===== src/rtl/dma_tcb_loader.sv =====
// rtl/dma_tcb_loader.sv - fetches chained 6-word TCBs from internal memory and launches DMAC transfers
module dma_tcb_loader #(
    parameter int ADDR_SIZE = 16,
    parameter int DATA_SIZE = 16
) (
    input  logic                 clk,
    input  logic                 rst,
    input  logic                 cp_wr,
    input  logic [ADDR_SIZE-1:0] cp_wdata,
    input  logic                 go,
    input  logic                 abort,
    input  logic                 stall_int,
    output logic                 mem_rd,
    output logic [ADDR_SIZE-1:0] mem_addr,
    input  logic [DATA_SIZE-1:0] mem_rd_data,
    output logic [ADDR_SIZE-1:0] dma_ii,
    output logic [ADDR_SIZE-1:0] dma_im,
    output logic [ADDR_SIZE-1:0] dma_ei,
    output logic [ADDR_SIZE-1:0] dma_em,
    output logic [DATA_SIZE-1:0] dma_c,
    output logic                 dma_start,
    input  logic                 dma_done,
    output logic                 busy,
    output logic                 chain_done
);

    typedef enum logic [2:0] {
        S_IDLE,
        S_FETCH,
        S_DRAIN,
        S_LAUNCH,
        S_RUN,
        S_NEXT
    } state_t;

    state_t               state, state_nxt;
    logic [ADDR_SIZE-1:0] cp;
    logic [2:0]           idx;
    logic                 rd_pend;
    logic [2:0]           rd_idx;
    logic [ADDR_SIZE-1:0] tcb_ii, tcb_im, tcb_ei, tcb_em, tcb_cp;
    logic [DATA_SIZE-1:0] tcb_c;
    logic [ADDR_SIZE-1:0] rd_as_addr;
    logic [ADDR_SIZE-1:0] idx_ext;

    // Memory words feeding address-sized TCB fields are truncated or zero-extended.
    generate
        if (ADDR_SIZE <= DATA_SIZE) begin : g_trunc
            assign rd_as_addr = mem_rd_data[ADDR_SIZE-1:0];
        end else begin : g_ext
            assign rd_as_addr = {{(ADDR_SIZE-DATA_SIZE){1'b0}}, mem_rd_data};
        end
    endgenerate

    assign idx_ext  = {{(ADDR_SIZE-3){1'b0}}, idx};
    assign mem_addr = (state == S_FETCH) ? cp + idx_ext : '0;
    assign busy     = (state != S_IDLE);
    assign dma_ii   = tcb_ii;
    assign dma_im   = tcb_im;
    assign dma_c    = tcb_c;
    assign dma_ei   = tcb_ei;
    assign dma_em   = tcb_em;

    always_ff @(posedge clk or negedge rst) begin
        if (!rst) begin
            state <= S_IDLE;
        end else begin
            state <= state_nxt;
        end
    end

    always_comb begin
        state_nxt  = state;
        mem_rd     = 1'b0;
        dma_start  = 1'b0;
        chain_done = 1'b0;
        if (abort) begin
            state_nxt = S_IDLE;
        end else begin
            case (state)
                S_IDLE: begin
                    if (go && !cp_wr) begin
                        state_nxt = S_FETCH;
                    end
                end
                S_FETCH: begin
                    mem_rd = !stall_int;
                    if (!stall_int && idx == 3'd5) begin
                        state_nxt = S_DRAIN;
                    end
                end
                // Word 2 (count) is always captured before the last read returns.
                S_DRAIN: begin
                    state_nxt = (tcb_c != '0) ? S_LAUNCH : S_NEXT;
                end
                S_LAUNCH: begin
                    dma_start = 1'b1;
                    state_nxt = S_RUN;
                end
                S_RUN: begin
                    if (dma_done) begin
                        state_nxt = S_NEXT;
                    end
                end
                S_NEXT: begin
                    if (tcb_cp == '0) begin
                        chain_done = 1'b1;
                        state_nxt  = S_IDLE;
                    end else begin
                        state_nxt = S_FETCH;
                    end
                end
                default: begin
                    state_nxt = S_IDLE;
                end
            endcase
        end
    end

    always_ff @(posedge clk or negedge rst) begin
        if (!rst) begin
            cp      <= '0;
            idx     <= '0;
            rd_pend <= 1'b0;
            rd_idx  <= '0;
            tcb_ii  <= '0;
            tcb_im  <= '0;
            tcb_c   <= '0;
            tcb_ei  <= '0;
            tcb_em  <= '0;
            tcb_cp  <= '0;
        end else begin
            rd_pend <= mem_rd;
            rd_idx  <= idx;
            // Read data arrives one cycle after the strobe, independent of stall_int.
            if (rd_pend) begin
                case (rd_idx)
                    3'd0:    tcb_ii <= rd_as_addr;
                    3'd1:    tcb_im <= rd_as_addr;
                    3'd2:    tcb_c  <= mem_rd_data;
                    3'd3:    tcb_ei <= rd_as_addr;
                    3'd4:    tcb_em <= rd_as_addr;
                    3'd5:    tcb_cp <= rd_as_addr;
                    default: ;
                endcase
            end
            if (state == S_IDLE && !abort) begin
                if (cp_wr) begin
                    cp <= cp_wdata;
                end else if (go) begin
                    idx <= '0;
                end
            end
            if (mem_rd) begin
                idx <= idx + 3'd1;
            end
            if (state == S_NEXT && !abort && tcb_cp != '0) begin
                cp  <= tcb_cp;
                idx <= '0;
            end
        end
    end

endmodule


===== config.mk =====
export PLATFORM = sky130hd
export DESIGN_NAME = dma_tcb_loader
export DESIGN_NICKNAME = d
export VERILOG_FILES = /design/src/rtl/dma_tcb_loader.sv
export SDC_FILE = /design/constraint.sdc
export NUM_CORES = 1
export LEC_CHECK = 0
export ABC_CLOCK_PERIOD_IN_PS = 2400
export CAP_MARGIN = 20
export CORE_MARGIN = 5
export CORE_UTILIZATION = 28
export DETAILED_ROUTE_END_ITERATION = 8
export SLEW_MARGIN = 20
export SYNTH_ARGS = -nofsm -noshare
export SYNTH_HDL_FRONTEND = slang
export SYNTH_SLANG_ARGS = --single-unit

===== constraint.sdc =====
create_clock -name clk -period 2.4 [get_ports clk]
set_input_delay 0.24 -clock clk [delete_from_list [all_inputs] [get_ports clk]]
set_output_delay 0.24 -clock clk [all_outputs]
set_load 0.05 [all_outputs]

==> results of run 1 <==
==> worst max-delay path, stage by stage (launching register included) <==
cell	delay (ps)
sky130_fd_sc_hd__dfrtp_1	390
sky130_fd_sc_hd__ha_4	160
sky130_fd_sc_hd__inv_2	40
sky130_fd_sc_hd__fa_2	360
sky130_fd_sc_hd__nor2b_4	150
sky130_fd_sc_hd__o21ai_2	80
sky130_fd_sc_hd__buf_6	130
sky130_fd_sc_hd__o21ai_0	370
sky130_fd_sc_hd__a21oi_4	110
sky130_fd_sc_hd__buf_12	160
==> power groups by stage <==
stage                     logic [mW]  clock network, mW  registers, mW
after floorplan                 1.76                  0           5.42
after global placement          5.99                  0           3.49
after detailed placement        6.03                  0           3.53
after CTS                       6.18               2.79           3.52
after global routing            6.49               2.88           3.65
final                           6.20               2.72           3.53
==> area by class of cell <==
cell class / count / area share
multi-input cells: 249 / 0.294
well taps: 234 / 0.0356
clock inverters: 10 / 0.0200
repair buffers: 165 / 0.217
clock buffers: 22 / 0.0577
inverters: 9 / 0.00411
flip-flops and latches: 122 / 0.372
==> how the worst min path moves through the flow <==
| stage | startpoint | end | slack (ps) | depth (start not counted) |
|---|---|---|---|---|
| 4_1_cts | rst | cp[15] | 330 | 2 |
| 6_report | rst | cp[15] | 330 | 2 |
| 5_1_grt | rst | cp[15] | 360 | 2 |
| 2_1_floorplan | rst | cp[0] | -60 | 0 |
| 3_5_place_dp | rst | cp[15] | 210 | 1 |
| 3_3_place_gp | rst | cp[15] | 200 | 1 |
==> timing repair <==
| item | 4_1_cts | 5_1_grt |
|---|---|---|
| pin swaps | 8 | 2 |
| gates resized for setup | 21 | 17 |
| setup buffers | 6 | 1 |
| hold buffers | 1 | 0 |
| endpoints found under the setup margin | 13 | 16 |
| endpoints found under the hold margin | 31 | 0 |
==> per-layer routing <==
metal | global-route usage | part of all wire
met1 | 0.184 | 0.43
met4 | 0.0383 | 0.0073
met3 | 0.0585 | 0.077
met2 | 0.236 | 0.49
met5 | 0 | 0
==> flip-flops by register name, summed over array words and instances (netlist names) <==
name     count
cp          16
dma_c       16
dma_ei      16
dma_em      16
dma_ii      16
dma_im      16
tcb_cp      16
idx          3
rd_idx       3
state        3
rd_pend      1
==> cells in the mapped netlist, types with 3 or more instances <==
master                     number
sky130_fd_sc_hd__a21o_1        13
sky130_fd_sc_hd__a21oi_1        6
sky130_fd_sc_hd__a22o_1        13
sky130_fd_sc_hd__a22oi_1        3
sky130_fd_sc_hd__buf_2         10
sky130_fd_sc_hd__clkbuf_1       8
sky130_fd_sc_hd__dfrtp_1      122
sky130_fd_sc_hd__ha_1           5
sky130_fd_sc_hd__inv_1          9
sky130_fd_sc_hd__mux2_2        96
sky130_fd_sc_hd__nand2_1        6
sky130_fd_sc_hd__nand2b_1       3
sky130_fd_sc_hd__nand3_1        4
sky130_fd_sc_hd__nor2_1        15
sky130_fd_sc_hd__nor2b_1        6
sky130_fd_sc_hd__nor3_1         6
sky130_fd_sc_hd__nor4_1         9
sky130_fd_sc_hd__o21ai_0        8
sky130_fd_sc_hd__o31ai_1        4
sky130_fd_sc_hd__or3_1          3
sky130_fd_sc_hd__xnor2_1        3
sky130_fd_sc_hd__xor2_1         3
==> cells by family after synthesis <==
group,synth area share
AO/OA/AOI/OAI,0.0879
AND/OR/NAND/NOR,0.0891
flip-flops,0.569
XOR/XNOR,0.00980
buffers and inverters,0.0245
multiplexers,0.204
adder cells (fa/ha/maj),0.0154
==> per-stage QoR <==
stage / cell area [sq um] / instances / util / setup TNS, ps
global route: 8210 / 811 / 0.438 / -2100
floorplan: 5410 / 400 / - / -266
finish: 8210 / 811 / 0.438 / -1250
detailed placement: 7350 / 771 / 0.392 / 0
global placement: 7350 / 771 / 0.392 / 0
CTS: 8140 / 810 / 0.433 / -1360
==> results by stage, run 1 <==
Clock tree:
- The buffer depth of the longest clock path is 2.
- The clock sink count is 122.
- The clock network latency to the later pin of the worst-skew pair is between 400 and 500 ps.
- The cell at the root of the clock tree is sky130_fd_sc_hd__clkbuf_16.
- The total clock buffers created by CTS is 17.
- TritonCTS built the clock tree.
- After clock tree synthesis, the clock-pin slew on the worst setup and hold paths is 50 ps.
- The H-tree generated during clock tree synthesis spans 4 levels.

Timing:
- The fmax is roughly 380 MHz.
- The worst hold margin is around 330 ps.
- Setup repair after global routing could not meet its margin everywhere.
- The number of setup violations in the final report is 8.
- For the final database, setup skew stands at 9.03 ps.
- The number of slew-limit violations in the final report was 0.
- The worst path in the final design needs a cycle of around 2600 ps, including I/O delays and setup.
- The slew of the pin with the lowest slew margin is roughly 700 ps.
- The share of the clock period used by the worst path after layout is 1.09.
- The number of hold violations in the final report is 0.
- The setup slack of the critical path after layout is -207 ps.
- The worst relative slew slack is 0.531.

Floorplanning:
- The vertical extent of the die is between 100 and 150 um.
- In this run the count of I/O pins placed on the die edge is ~140.
- The initial cell density of the core is 0.286.
- The area enclosed by the die boundary is approximately 22000 sq um.
- The standard cell core area is ~19000 sq um.
- In this run the horizontal extent of the chip is 148 um.
- The floorplan has 50 rows.

Worst setup path:
- Setup slack on the worst reg-to-reg path comes out at ~460 ps.
- STA classifies the critical path startpoint as a flop.
- The startpoint identified for the worst register-to-register timing path is rd_idx[1].
- Data on the critical path is required at its endpoint by 2160 ps.
- Data on the critical path arrives at its endpoint at around 2400 ps.
- The length in cells of the worst reg-to-reg path is 3.
- The endpoint identified for the worst register-to-register timing path is dma_ei[10].
- The worst setup path is of the flop to primary output kind.
- The critical path capture point type is a primary output.
- The launching element of the worst setup path is cp[0].
- The worst setup path endpoint is mem_addr[10].
- In this run the worst path has a maximum fanout of 6.

Routing:
- The detail route stage leaves a number of antenna-violating nets equal to 0.
- The average vias per placed instance is just under 5.
- The final layout contains routed wiring with a total length of between 15000 and 20000 um.
- The detailed router finished its first iteration with around 190 violations.
- Dividing the detail-routed wire length by the instance count gives between 15 and 20 um.
- The number of DRC violations after detailed routing is 0.
- The routed layout has a little under 4000 vias.
- The total iterations of the first detailed-routing run is 4.

Yosys:
- Ranked by total cell area, the synthesized netlist is headed by sky130_fd_sc_hd__dfrtp_1 (57%), sky130_fd_sc_hd__mux2_2 (20%), sky130_fd_sc_hd__a22o_1 (2.1%).
- After synthesis, the mean cell area works out to 13.4 sq um.
- The sequential cell area fraction in the yosys report is 0.569.
- Counting flops with a built-in enable in the synthesized netlist gives 0.
- The number of synthesized register bits is 122.
- Synthesis instantiated 57 different standard cells from the library.
- The number of warnings reported in the yosys synthesis log is 0.
- The most instantiated flip-flop cell in the synthesis netlist is sky130_fd_sc_hd__dfrtp_1.
- The mapped netlist covers approximately 5400 sq um.
- The proportion of register bits with asynchronous set or reset after synthesis is 1.00.
- Summed over all instances, the cell type with the most area after synthesis is sky130_fd_sc_hd__dfrtp_1.
- The number of nets in the synthesized netlist is about 450.
- The share of synthesized area in the top cell type comes to 0.569.
- The cell count after synthesis came out at 400.

Global routing:
- The pin count of the biggest net entering global routing is 65.
- In the global route stage, overall resource usage came out at 0.147.
- The first global-routing pass estimated ~25000 um of wire.
- Global routing finished with a remaining overflow of 0.
- The via count of the first global-routing pass is about 4300.
- The initial antenna violation count came to 0.

Cells and area:
- The share of layout cells above drive strength 1 is 0.378.
- The synthesis-to-finish area growth is 53.1%.
- The multi-input logic area is between 2000 and 2500 sq um.
- In the layout the commonest cells are sky130_fd_sc_hd__dfrtp_1 (119), sky130_fd_sc_hd__clkdlybuf4s50_1 (119), sky130_fd_sc_hd__mux2_2 (96).
- The repair_antennas step left the layout with diodes totalling 0.
- The number of fill cells is 1704.
- The sequential standard cell area is just over 3000 sq um.
- After the last flow step, the layout net total stands at around 610.

Pwr:
- Of the total power, the share spent switching nets is 0.430.
- Summed over all cells, the static leakage comes to between 3 and 4 nW.
- In this run the power density over the cells is around 1500 nW/um^2.
- Total power for the finished layout comes to 12.5 mW.
- In this run the power spent charging and discharging nets is 5.36 mW.
- The internal portion of the total power is 7.10 mW.
- Of the total power, registers draw 0.283.
- IR analysis of the VDD net gives a maximum drop of 930 uV.
- The share of total power dissipated in the clock network is 0.219.
- The share of total power dissipated in combinational logic is 0.498.

Placed design:
- Routability-driven placement finished with a final weighted congestion of 0.802.
- Prior to clock tree synthesis, the placed netlist has a worst setup slack of 47.5 ps.
- The placed wire-length estimate is 11400 um.
- The number of I/O port buffers is between 100 and 150.

Status:
- The run finished, with violations left.
- The checks that failed: setup timing.

Job:
- The reported max-cap violation count is 0.

Hold path:
- The type of the most critical hold path is primary input to async pin.
(Power assumes the default switching activity.)
==> run 2, diff against run 1 <==
CORE_MARGIN = 10   (was 5)
==> run 2 against run 1 <==
Compared with the run above:
- the flow still finishes with violations (setup timing)
- power shrank 2.3%
- clock-buffer cell count shrank 1
- register-to-register slack got worse by 290 ps
- highest routed layer unchanged
==> results by stage, run 2 (synthesis results as in run 1) <==
Status:
- Result of the run: complete, but fails checks (unchanged).
- Failing checks: setup timing (unchanged).

Worst setup path:
- The critical path data required time was 2160 ps (about the same).
- The startpoint type of the worst setup path is a flop (unchanged).
- The critical path capture point type was a primary output (unchanged).
- The data arrival time at the worst-slack endpoint came to 2420 ps (was 2370 ps).
- The top fanout value on the critical path is 2 (was 6).
- The path type of the worst setup path was flop to primary output (unchanged).

Placed design:
- The final weighted congestion in routability-driven placement is 0.830 (was 0.802).
- The number of I/O port buffers is 138 (unchanged).
- The placed wire-length estimate was 12000 um (was 11400 um).
- The cell area after placement came to 7340 sq um (was 7350 sq um).
- The cell count after placement came to 770 (was 771).

Cells and area:
- The number of standard cells in the layout, taps in and fillers out is 808 (was 811).
- The synthesis-to-finish area growth is 51.2% (was 53.1%).
- The share of layout cells above drive strength 1 is 0.373 (was 0.378).
- The final net count is 608 (was 609).
- The final design instance area without fill is 8110 sq um (was 8210 sq um).
- Highest-count cells in the layout ignoring fill and taps: sky130_fd_sc_hd__dfrtp_1 (118), sky130_fd_sc_hd__clkdlybuf4s50_1 (118), sky130_fd_sc_hd__mux2_2 (96) (was sky130_fd_sc_hd__dfrtp_1 (119), sky130_fd_sc_hd__clkdlybuf4s50_1 (119), sky130_fd_sc_hd__mux2_2 (96)).
- The antenna diode count came to 0 (unchanged).

Pwr:
- The power per standard cell area came to 1500 nW/um^2 (was 1520 nW/um^2).
- The leakage dissipation is 3.47 nW (was 3.50 nW).
- The worst vdd rail ir drop is 704 uV (was 930 uV).

Routing:
- The number of routed nets with antenna violations is 0 (unchanged).
- The violation count after the first detailed-route iteration came to 149 (was 185).
- The average vias per placed instance is 4.89 (was 4.86).
- The total number of vias is 3952 (was 3944).
- The total wire length is 16200 um (was 15700 um).
- The total iterations of the first detailed-routing run is 4 (unchanged).
- The detailed-route wire length per cell was 20.1 um (was 19.4 um).
- The number of DRC violations after detailed routing is 0 (unchanged).

Floorplanning:
- The vertical extent of the die is 158 um (was 148 um).
- The I/O pin total came to 139 (unchanged).
- The area enclosed by the die boundary is 25100 sq um (was 22000 sq um).
- The width of the die is 158 um (was 148 um).
- The site row count came to 50 (unchanged).
- The standard cell core area came to 18800 sq um (unchanged).
- The initial cell density of the core is 0.286 (unchanged).

Timing:
- The number of slew-limit violations in the final report is 0 (unchanged).
- The worst relative slew slack was 0.363 (was 0.531).
- The fmax is 376 MHz (was 384 MHz).
- The worst setup skew after layout came to 8.75 ps (was 9.03 ps).
- The slew of the pin with the lowest slew margin was 955 ps (was 701 ps).
- The share of the clock period used by the worst path after layout was 1.11 (was 1.09).
- The number of hold violations in the final report was 0 (unchanged).
- The setup slack of the critical path after layout is -260 ps (was -207 ps).
- The time the final worst path needs with I/O delays and setup came to 2660 ps (was 2610 ps).
- The worst hold margin is 404 ps (was 327 ps).
- RSZ-0062 raised after global routing: yes (unchanged).
- The number of setup violations in the final report is 6 (was 8).

Clock tree:
- The CTS H-tree depth is 4 (unchanged).
- The clock network latency to the later pin of the worst-skew pair is 410 ps (about the same).
- The total clock buffers created by CTS is 17 (unchanged).
- The clock sink count is 122 (unchanged).
- The buffer depth of the longest clock path was 2 (unchanged).
- The cell at the root of the clock tree is sky130_fd_sc_hd__clkbuf_16 (unchanged).
- The clock-pin slew on the worst setup and hold paths came to 50 ps (about the same).
- The TritonCTS clock tree is yes (unchanged).

Global routing:
- The initial antenna violation count is 0 (unchanged).
- The global-route wire length before repair was 25000 um (was 25100 um).
- The global routing usage summed across all routing layers is 0.131 (was 0.147).
- The via count of the first global-routing pass came to 4378 (was 4340).
- The pin count of the biggest net entering global routing is 52 (was 65).
- The remaining global-route overflow is 0 (unchanged).

Job:
- The reported max-cap violation count was 0 (unchanged).

Hold path:
- The type of the most critical hold path is primary input to async pin (unchanged).
[run 2: cell types whose count changed in the layout (fill, tap and decap cells not counted), moves of 2 or more]
cell	previous run	this run
sky130_fd_sc_hd__clkbuf_8	3	1
sky130_fd_sc_hd__o21ai_1	2	0
sky130_fd_sc_hd__bufinv_16	4	2
sky130_fd_sc_hd__clkinv_2	1	5
sky130_fd_sc_hd__o2111ai_2	2	0
sky130_fd_sc_hd__clkinvlp_4	4	2
[run 2: final timing paths]
path	end	slack, ps	cells past startpoint	start
hold reg to reg	dma_ei[12]	500	1	dma_ei[12]
max in group asynchronous	dma_em[10]	1220	3	rst
min in group clk	cp[15]	500	3	cp_wdata[15]
setup reg to reg	cp[4]	170	4	tcb_cp[0]
setup / recovery	mem_addr[14]	-260	8	cp[0]
hold / removal	cp[12]	400	2	rst
[run 2: per-layer routing]
metal / up-vias / GRT usage / part of all wire
met5: - / 0 / 0
met4: 0 / 0.0366 / 0.014
met3: 20 / 0.0626 / 0.089
met2: 116 / 0.206 / 0.48
met1: 2010 / 0.155 / 0.42
li1: 1806 / - / -
[run 2: power breakdown]
group	leakage [nW]	internal, mW	switching, mW
clock	0.268	1.53	0.855
sequential	1.53	2.85	0.666
combinational	1.67	2.45	3.81
total	3.47	6.83	5.33
[run 2: per-stage QoR]
stage / util / setup slack (ps) / TNS [ps] / power, mW
after CTS: 0.426 / -238 / -1190 / 12.2
final: 0.432 / -260 / -1180 / 12.2
after floorplan: - / -213 / -266 / 7.18
after global routing: 0.432 / -324 / -1990 / 12.8
after global placement: 0.391 / 62.1 / 0 / 9.51
after detailed placement: 0.391 / 21.1 / 0 / 9.60
[run 2: cell type report]
class                      instances  area (sq um)
inverter                           9          33.8
clock inverter                     9           100
sequential                       122          3060
fill                            1708         10700
timing repair buffer             164          1770
clock buffer                      21           450
multi-input combinational        249          2410
tap                              234           293
[run 2: critical path: stages (launching register included)]
cell,delay [ps]
sky130_fd_sc_hd__dfrtp_1,350
sky130_fd_sc_hd__ha_2,200
sky130_fd_sc_hd__inv_2,40
sky130_fd_sc_hd__fa_2,360
sky130_fd_sc_hd__nor2b_4,140
sky130_fd_sc_hd__o21ai_2,70
sky130_fd_sc_hd__or4_4,510
sky130_fd_sc_hd__a21oi_4,190
sky130_fd_sc_hd__buf_12,150
[run 2: repair_timing]
item	in CTS	in global routing
hold endpoints to repair	47	0
setup endpoints to repair	9	14
gates resized for setup	16	21
hold buffers	1	0
buffers inserted	4	5
pin swaps	9	7
==> run 3, diff against run 2 <==
SLEW_MARGIN = 25   (was 20)
==> results of run 3 <==
Same layout as run 2: the final DEF is identical, and so are final timing and power.
